--- src/rtl/arduino_cmd_uart_rx.sv ---
// UART command receiver for the Arduino manual-drive remote. It receives
// 8N1 frames, or 8E1 frames when CMD_PARITY_EN is defined, through a 2-FF
// synchronizer. The last well-formed drive command is held on arduino_command.
// Latency: 2 + CLKS_PER_BIT/2 + 9*CLKS_PER_BIT + 1 clks from the start-bit
// falling edge to cmd_valid. Parity adds one more bit time.
// Backpressure: none. The serial line cannot be stalled, so every result is a
// single-cycle pulse.
// Ports:
//   clk, rst_n (async, active low)
//   uart_rx: serial input, idles high
//   arduino_command[7:0]: last good command; bits[3:0] = {right,back,left,fwd}
//   cmd_valid, frame_err, cmd_err: 1-cycle result pulses
//   link_ok: a valid command was seen within TIMEOUT_CLKS
// Optional feature macro: CMD_PARITY_EN (even parity bit after the data bits).
module arduino_cmd_uart_rx #(
  parameter int CLK_FREQ   = 50_000_000,
  parameter int BAUD       = 9600,
  parameter int TIMEOUT_MS = 200
) (
  input  logic       clk,
  input  logic       rst_n,
  input  logic       uart_rx,
  output logic [7:0] arduino_command,
  output logic       cmd_valid,
  output logic       frame_err,
  output logic       cmd_err,
  output logic       link_ok
);

  localparam int CLKS_PER_BIT = CLK_FREQ / BAUD;
  localparam int HALF_BIT     = CLKS_PER_BIT / 2;
  localparam int TIMEOUT_CLKS = CLK_FREQ / 1000 * TIMEOUT_MS;
  localparam int CNT_W        = $clog2(CLKS_PER_BIT + 1);
  localparam int WD_W         = $clog2(TIMEOUT_CLKS + 1);

  localparam logic [CNT_W-1:0] BIT_LAST  = CNT_W'(CLKS_PER_BIT - 1);
  localparam logic [CNT_W-1:0] HALF_LAST = CNT_W'(HALF_BIT - 1);
  localparam logic [WD_W-1:0]  WD_MAX    = WD_W'(TIMEOUT_CLKS);
  localparam logic [WD_W-1:0]  WD_PRE    = WD_W'(TIMEOUT_CLKS - 1);

  typedef enum logic [2:0] {
    IDLE,
    START,
    DATA,
`ifdef CMD_PARITY_EN
    PARITY,
`endif
    STOP,
    WAIT_HIGH
  } state_t;

  state_t           state, state_nxt;
  logic             rx_m, rx_s;
  logic [CNT_W-1:0] clk_cnt, clk_cnt_nxt;
  logic [2:0]       bit_cnt, bit_cnt_nxt;
  logic [7:0]       shift_reg, shift_nxt;
  logic [WD_W-1:0]  wd_cnt;
  logic             accept, ferr_set, cerr_set;

  // Next-state and sampling control. clk_cnt times the half-bit delay in START
  // and the full bit periods after that, so every later sample falls mid-bit.
  always_comb begin
    state_nxt   = state;
    clk_cnt_nxt = clk_cnt + 1'b1;
    bit_cnt_nxt = bit_cnt;
    shift_nxt   = shift_reg;
    accept      = 1'b0;
    ferr_set    = 1'b0;
    cerr_set    = 1'b0;
    case (state)
      IDLE: begin
        clk_cnt_nxt = '0;
        if (!rx_s) begin
          state_nxt   = START;
          bit_cnt_nxt = '0;
        end
      end
      START: begin
        if (clk_cnt == HALF_LAST) begin
          clk_cnt_nxt = '0;
          bit_cnt_nxt = '0;
          // A line that is high again at mid-start-bit was only a glitch.
          state_nxt   = rx_s ? IDLE : DATA;
        end
      end
      DATA: begin
        if (clk_cnt == BIT_LAST) begin
          clk_cnt_nxt = '0;
          shift_nxt   = {rx_s, shift_reg[7:1]};
          bit_cnt_nxt = bit_cnt + 1'b1;
          if (bit_cnt == 3'd7) begin
`ifdef CMD_PARITY_EN
            state_nxt = PARITY;
`else
            state_nxt = STOP;
`endif
          end
        end
      end
`ifdef CMD_PARITY_EN
      PARITY: begin
        if (clk_cnt == BIT_LAST) begin
          clk_cnt_nxt = '0;
          if ((^shift_reg) ^ rx_s) begin
            ferr_set  = 1'b1;
            state_nxt = WAIT_HIGH;
          end else begin
            state_nxt = STOP;
          end
        end
      end
`endif
      STOP: begin
        if (clk_cnt == BIT_LAST) begin
          clk_cnt_nxt = '0;
          if (!rx_s) begin
            ferr_set  = 1'b1;
            state_nxt = WAIT_HIGH;
          end else if (shift_reg[7:4] != 4'h0) begin
            cerr_set  = 1'b1;
            state_nxt = IDLE;
          end else begin
            accept    = 1'b1;
            state_nxt = IDLE;
          end
        end
      end
      WAIT_HIGH: begin
        clk_cnt_nxt = '0;
        if (rx_s) state_nxt = IDLE;
      end
      default: state_nxt = IDLE;
    endcase
  end

  always_ff @(posedge clk or negedge rst_n) begin
    if (!rst_n) begin
      rx_m      <= 1'b1;
      rx_s      <= 1'b1;
      state     <= IDLE;
      clk_cnt   <= '0;
      bit_cnt   <= '0;
      shift_reg <= '0;
      cmd_valid <= 1'b0;
      frame_err <= 1'b0;
      cmd_err   <= 1'b0;
    end else begin
      rx_m      <= uart_rx;
      rx_s      <= rx_m;
      state     <= state_nxt;
      clk_cnt   <= clk_cnt_nxt;
      bit_cnt   <= bit_cnt_nxt;
      shift_reg <= shift_nxt;
      cmd_valid <= accept;
      frame_err <= ferr_set;
      cmd_err   <= cerr_set;
    end
  end

  // Link watchdog. An accepted command always wins over expiry. Expiry zeroes
  // the command on the same edge that wd_cnt reaches TIMEOUT_CLKS.
  always_ff @(posedge clk or negedge rst_n) begin
    if (!rst_n) begin
      arduino_command <= 8'h00;
      wd_cnt          <= '0;
      link_ok         <= 1'b0;
    end else if (accept) begin
      arduino_command <= shift_reg;
      wd_cnt          <= '0;
      link_ok         <= 1'b1;
    end else if (wd_cnt != WD_MAX) begin
      wd_cnt <= wd_cnt + 1'b1;
      if (wd_cnt == WD_PRE) begin
        arduino_command <= 8'h00;
        link_ok         <= 1'b0;
      end
    end
  end

endmodule

--- config.mk ---
export PLATFORM = sky130hd
export DESIGN_NAME = arduino_cmd_uart_rx
export DESIGN_NICKNAME = d
export VERILOG_FILES = /design/src/rtl/arduino_cmd_uart_rx.sv
export SDC_FILE = /design/constraint.sdc
export NUM_CORES = 1
export LEC_CHECK = 0
export CORE_UTILIZATION = 45
export DETAILED_ROUTE_END_ITERATION = 8
export DONT_BUFFER_PORTS = 1
export PLACE_DENSITY = 0.58
export SLEW_MARGIN = 10
export SYNTH_ARGS = -nofsm -noshare
export SYNTH_HDL_FRONTEND = slang
export SYNTH_SLANG_ARGS = --single-unit
--- constraint.sdc ---
create_clock -name clk -period 4.3 [get_ports clk]
set_input_delay 0.86 -clock clk [delete_from_list [all_inputs] [get_ports clk]]
set_output_delay 0.86 -clock clk [all_outputs]
set_load 0.1 [all_outputs]
== Yosys cells after proc, flatten, opt, wreduce, memory -nomap -nowiden ==
Index checks and enable logic that the tools add are counted.
Operators by class
  divide/modulo/power cells: 0
  muxes and demuxes: 35
  $lt $le $gt $ge: 0
  $add $sub $neg: 3
  multiply operators: 0
  shift-type cells: 0
  reduce and logical (&&, ||, !) cells: 11
  bitwise operators: 0
  eq/ne operators: 15
Operator list (count)
  $mux 24: 2
  $pmux 13 s3: 1
  $mux 3: 10
  $mux 13: 2
  $add 24x1->24 const B: 1
  $eq 24x24->1 const B: 1
  $mux 8: 3
  $ne 24x24->1 const B: 1
  $pmux 3 s5: 1
  $mux 1: 14
  $add 13x1->13 const B: 1
  $eq 13x12->1 const B: 1
  $eq 13x13->1 const B: 1
  $ne 2x2->1 const B: 6
  $pmux 3 s3: 1
  $eq 3x2->1 const B: 2
  $eq 3x3->1 const B: 2
  $reduce_and 6->1: 1
  $reduce_and 2->1: 2
  $reduce_and 4->1: 1
  $reduce_bool 2->1: 2
  $reduce_bool 4->1: 1
  $reduce_or 2->1: 2
  $add 3x1->3 const B: 1
  other kinds (4): 4
Word-level totals
  bits in writable memories: 0
  register bits after elaboration: 65
  logic and storage cells: 76
  bits in latches: 0
  bits in read-only memories: 0
  memories kept: 0
  bits of input ports: 3
  output and inout bits: 12

== Logic depth before layout (Yosys ltp) ==
Gate-level depths: netlist of run 1.
  depth in word-level cells: 7
  mapped depth: 8
  depth with buffers taken out: 6

== Least setup slack after synthesis of run 1 ==
Ideal clock, no wire load.
  kind: register -> register
  start: register clk_cnt[0]
  end: register shift_reg[0]
  library setup time: 0.125 ns
  arrival: 2.218 ns
  required time: 4.175 ns
  path slack: 1.957 ns
  stages on the path, launching flop included: 8
  clock period less this slack: 2.343 ns
  cells stage by stage: dfrtp_1 > ha_1 > clkbuf_2 > or3b_1 > nor4_4 > and3_1 > buf_4 > mux2_2
Between the ends
  longest elaborated chain between the ends: 2
RTL lines
  from (decl): line 54  | logic [CNT_W-1:0] clk_cnt, clk_cnt_nxt;
  from (signal assigned): line 151  | clk_cnt <= clk_cnt_nxt;
  $eq 13x13->1: line 87  | if (clk_cnt == BIT_LAST) begin
  $reduce_and 2->1 (no source line)
  to (signal assigned): line 153  | shift_reg <= shift_nxt;
  to (decl): line 56  | logic [7:0] shift_reg, shift_nxt;
No other way between the ends.
A chain may end at the register's enable or synchronous reset.

== Final worst setup path of run 1 ==
Ends and elaborated chain as after synthesis.

==> flow_summary.toml, run 1 <==
[yosys]
syn_avg_cell_area_sq_um = 10.39
synth_cell_types = 53
ys.flop_type = "dfrtp_1"
syn-cell-area_sq_mm = 0.003253
synth-seq-cells = 65
syn_inst = 313
syn_nets = 321
synth_edf_count = 0
async_reset_ff_frac = 1.000
yosysTopAreaCell = "dfrtp_1"
yosysWarnings = 0
synth_top_area_share = 0.4846
yosysSeqAreaShare = 0.5008
synthTopCellsByArea = "dfrtp_1 48%, xor2_1 4.8%, nand4_1 3.5%, nor2_1 3.1%, mux2_2 2.8%"

[cells_and_area]
final_area_sq_mm = 0.003527
antenna_cells = 0
fin_util = 0.5107
nFillCells = 634
largestRegisters = "wd_cnt x24, clk_cnt x13"
mostFrequentLayoutCells = "63 x dfrtp_1, 27 x nor2_1, 18 x nand4_1, 18 x xor2_1"
fin_nets = 317
largest_register_ffs = 24
top_register = "wd_cnt"
layout.cells.non_filler = 410
area_growth_pct = 8.423
final_common_cell = "dfrtp_1"
drive_gt1_frac = 0.1051

[cts]
cts_setup_buffers = 0
cts_buffers = 9
postCtsHoldBufs = 0
cts-root-buf = "clkbuf_8"
path_clk_slew_ns = 0.07
cts_tree = "yes"
clockBufferDepth = 2
cts_resized = 0
clock-sinks = 65
htree_levels = 3
insertion_delay_ns = 0.34

[placement]
dpl.hpwl_um = 4132
place_inst = 394
portBuffers = 0
place_area_sq_mm = 0.003297
dp_worst_setup_slack_ns = 1.613
gp_congestion = 0.8273

[critical_path]
critPathRequiredTime_ns = 4.53
arrival_ns = 2.97
crit_fanout = 10
end_kind = "register"
crit_start = "clk_cnt[0]"
worstReg2RegStart = "clk_cnt[0]"
start_kind = "register"
worst-setup-path-type = "register to register"

[grt]
met1_usage = 0.2456
met3_usage = 0.06540
top_usage_layer = "met2"
grt_overflow_total = 0
grt_max_degree = 66
gr-usage-met2 = 0.2928
grt_pass1_vias = 2153
grt_use_total = 0.1877
grt_pass1_wl_um = 10780
grt_antenna_before_repair = 0

[die]
start_util = 0.4710
rows = 30
dieWidth_um = 87.03
io_pins = 15
die_area_sq_mm = 0.007573
core_sq_mm = 0.006907
die_h_um = 87.03

[timing]
tightest_slew_ns = 0.9335
fin_crit_ns = 2.737
max-slew-margin-rel = 0.3777
layout_setup_ws_ns = 1.563
max_freq_mhz = 365.4
maxSlewViolCount = 0
whs_ns = 0.2062
rsz0062_at_grt = "no"
hold_viol = 0
setup_viol = 0
finalClockSkew_ns = 0.008383
tns_ns = 0
finalCritPeriodShare = 0.6364

[detailed_routing]
routed_wl_um = 6341
drc_errors = 0
drt-vias-per-instance = 5.654
wire_per_inst_um = 15.47
vias = 2318
antenna_left = 0
drt_iter0_markers = 133
firstDrtPassIters = 4

[power]
ir_drop_mv = 0.2574
power_mw = 1.205
cellLeakagePower_nw = 1.513
p_per_area_mw_per_mm2 = 341.7

[run_status]
status = "finished, final reports clean"

[worst_hold_path]
hold_class = "input port to async pin"

[job]
maxCapViolations = 0
==> synth_stat cells, types with 2 or more instances <==
cell type and count:
a21oi_1 13, a221o_1 2, a22o_1 4, and2_1 7, and3_1 5, and4_1 8, buf_2 3, buf_4 2
clkbuf_1 8, dfrtp_1 63, dfstp_2 2, ha_1 5, inv_1 7, mux2_2 8, nand2_1 15, nand2b_1 4
nand3_1 10, nand4_1 18, nand4b_1 2, nor2_1 27, nor2b_1 5, nor3_1 4, nor3b_1 2, nor4_1 7
nor4b_1 3, nor4bb_1 2, o21a_1 5, o21ai_0 15, o31ai_1 2, or3_1 6, or3b_2 2, or4_1 4
or4b_2 2, xnor2_1 5, xor2_1 18
==> final timing paths <==
path,depth (start not counted),slack [ns],endpoint
worst max-delay path,5,1.56,shift_reg[0]
worst min-delay path,0,0.21,wd_cnt[5]
worst max register to register,5,1.56,shift_reg[0]
worst min register to register,0,0.36,rx_s
max in group asynchronous,0,3.89,rx_m
min in group clk,0,0.36,rx_s
==> power breakdown <==
part | internal (mW) | total (mW) | switching (mW) | leakage, nW
clock | 0.358 | 0.590 | 0.232 | 0.109
combinational | 0.000237 | 0.000492 | 0.000254 | 0.532
sequential | 0.613 | 0.615 | 0.00148 | 0.872
==> routing by layer <==
metal / vias to the layer above / routed length, um
met5: - / 0
met3: 8 / 289
met2: 32 / 3015
met1: 1139 / 2951
li1: 1139 / -
met4: 0 / 85
==> critical path, stage by stage, from the launching register on <==
cell and delay, ns:
dfrtp_1 0.45, ha_1 0.33, or3b_1 0.49, nor4_4 0.45
and3_1 0.51, mux2_2 0.39
==> logic make-up after synthesis <==
family | Yosys count | share of synthesized area
multiplexers | 9 | 0.03077
adder cells (fa/ha/maj) | 5 | 0.01923
XOR/XNOR | 23 | 0.06192
AND/OR/NAND/NOR | 139 | 0.2581
flip-flops | 65 | 0.5008
AO/OA/AOI/OAI | 49 | 0.09654
buffers and inverters | 23 | 0.03269
==> layout make-up <==
| type | instances | area (sq um) | area share |
|---|---|---|---|
| Clock buffer | 12 | 155.1 | 0.04399 |
| Clock inverter | 4 | 75.07 | 0.02128 |
| Inverter | 8 | 30.03 | 0.008514 |
| Multi-Input combinational cell | 225 | 1518 | 0.4303 |
| Sequential cell | 65 | 1629 | 0.4619 |
| Tap cell | 96 | 120.1 | 0.03405 |
Power figures use the tool's default switching activity.
==> run 2, diff against run 1 <==
- PLACE_DENSITY: 0.58 -> 0.6
- clock period: 4.3 -> 2.3 ns (I/O delays scaled with it)
==> flow_summary.toml, run 2 (synthesized netlist as in run 1, its figures left out) <==
[run_status]
status = "finished, final reports clean"

[cells_and_area]
layout.cells.non_filler = 441
largestRegisters = "wd_cnt x24, clk_cnt x13"
fin_nets = 348
largest_register_ffs = 24
area_growth_pct = 17.65
antenna_cells = 0
mostFrequentLayoutCells = "63 x dfrtp_1, 28 x buf_4, 27 x nor2_1"
final_common_cell = "dfrtp_1"
top_register = "wd_cnt"
drive_gt1_frac = 0.1913

[detailed_routing]
drt_iter0_markers = 160
drc_errors = 0
firstDrtPassIters = 4
antenna_left = 0
vias = 2478
drt-vias-per-instance = 5.619
routed_wl_um = 6689
wire_per_inst_um = 15.17

[critical_path]
worstReg2RegStart = "clk_cnt[5]"
start_kind = "register"
crit_fanout = 6
end_kind = "register"
worst-setup-path-type = "register to register"
crit_start = "clk_cnt[5]"
arrival_ns = 2.41
critPathRequiredTime_ns = 2.53

[power]
power_mw = 2.377
ir_drop_mv = 0.5066
p_per_area_mw_per_mm2 = 621.1
cellLeakagePower_nw = 1.704

[timing]
tns_ns = 0
fin_crit_ns = 2.183
setup_viol = 0
layout_setup_ws_ns = 0.1167
whs_ns = 0.1120
finalClockSkew_ns = 0.007823
maxSlewViolCount = 0
hold_viol = 0
rsz0062_at_grt = "no"
max_freq_mhz = 458.0
max-slew-margin-rel = 0.5899
finalCritPeriodShare = 0.9493
tightest_slew_ns = 0.6151

[grt]
grt_use_total = 0.1973
grt_antenna_before_repair = 0
grt_pass1_vias = 2400
grt_pass1_wl_um = 11400
grt_max_degree = 66
grt_overflow_total = 0

[die]
dieWidth_um = 87.03
io_pins = 15
rows = 30
die_area_sq_mm = 0.007573
die_h_um = 87.03
core_sq_mm = 0.006907
start_util = 0.4710

[placement]
dp_worst_setup_slack_ns = 0.1054
portBuffers = 0
gp_congestion = 0.7997
dpl.hpwl_um = 4474
place_inst = 423

[cts]
path_clk_slew_ns = 0.07
cts_buffers = 9
htree_levels = 3
clock-sinks = 65
cts_setup_buffers = 0
cts_tree = "yes"
cts-root-buf = "clkbuf_8"
insertion_delay_ns = 0.34
clockBufferDepth = 2

[worst_hold_path]
holdCritStartpoint = "uart_rx"
hold_class = "input port to register"

[job]
maxCapViolations = 0
run 2: timing repair:
item | CTS | global route
endpoints found under the hold margin | 65 | 0
endpoints found under the setup margin | 0 | 9
resized for setup | 0 | 2
hold buffers | 2 | 0
run 2: routing by layer:
layer | part of all wire | vias to the layer above | routed length [um] | track usage
li1 | - | 1198 | - | -
met2 | 0.49 | 46 | 3292 | 0.3142
met3 | 0.030 | 9 | 203 | 0.05403
met5 | 0 | - | 0 | 0
met4 | 0.015 | 0 | 102 | 0.06667
met1 | 0.46 | 1225 | 3092 | 0.2598
run 2: path summary, 6_finish.rpt:
check | to | slack (ns) | cells past startpoint
worst min-delay path | rx_m | 0.11 | 0
worst min register to register | rx_s | 0.36 | 0
min in group asynchronous | wd_cnt[17] | 0.64 | 2
max in group asynchronous | rx_m | 1.33 | 2
worst max-delay path | bit_cnt[2] | 0.12 | 4
worst max register to register | bit_cnt[2] | 0.12 | 4
run 2: power breakdown:
group / switching [mW] / leakage, nW / internal [mW]
clock: 0.447 / 0.123 / 0.753
sequential: 0.00248 / 0.872 / 1.15
combinational: 0.0224 / 0.709 / 0.00647
run 2: critical path: stages (launching register included):
cell and delay, ns:
dfrtp_1 0.43, or4b_2 0.67, or4_1 0.47, o2bb2ai_1 0.18, a221o_1 0.31
run 2: through the flow:
step / utilization / instance area [sq um]
CTS: 0.5527 / 3817
global route: 0.5542 / 3827
floorplan: - / 3253
global placement: 0.5107 / 3527
detailed placement: 0.5107 / 3527
finish: 0.5542 / 3827
run 2: cell type report:
cell class | count | area, sq um
Inverter | 8 | 30.03
Fill cell | 650 | 3079
Clock inverter | 6 | 115.1
Timing Repair Buffer | 31 | 267.8
Clock buffer | 10 | 137.6
Multi-Input combinational cell | 225 | 1528
Sequential cell | 65 | 1629
Tap cell | 96 | 120.1
==> run 3, diff against run 2 <==
- CTS_CLUSTER_SIZE: unset -> 28
==> results of run 3 <==
The final DEF is identical to that of run 2; final timing and power are the same.
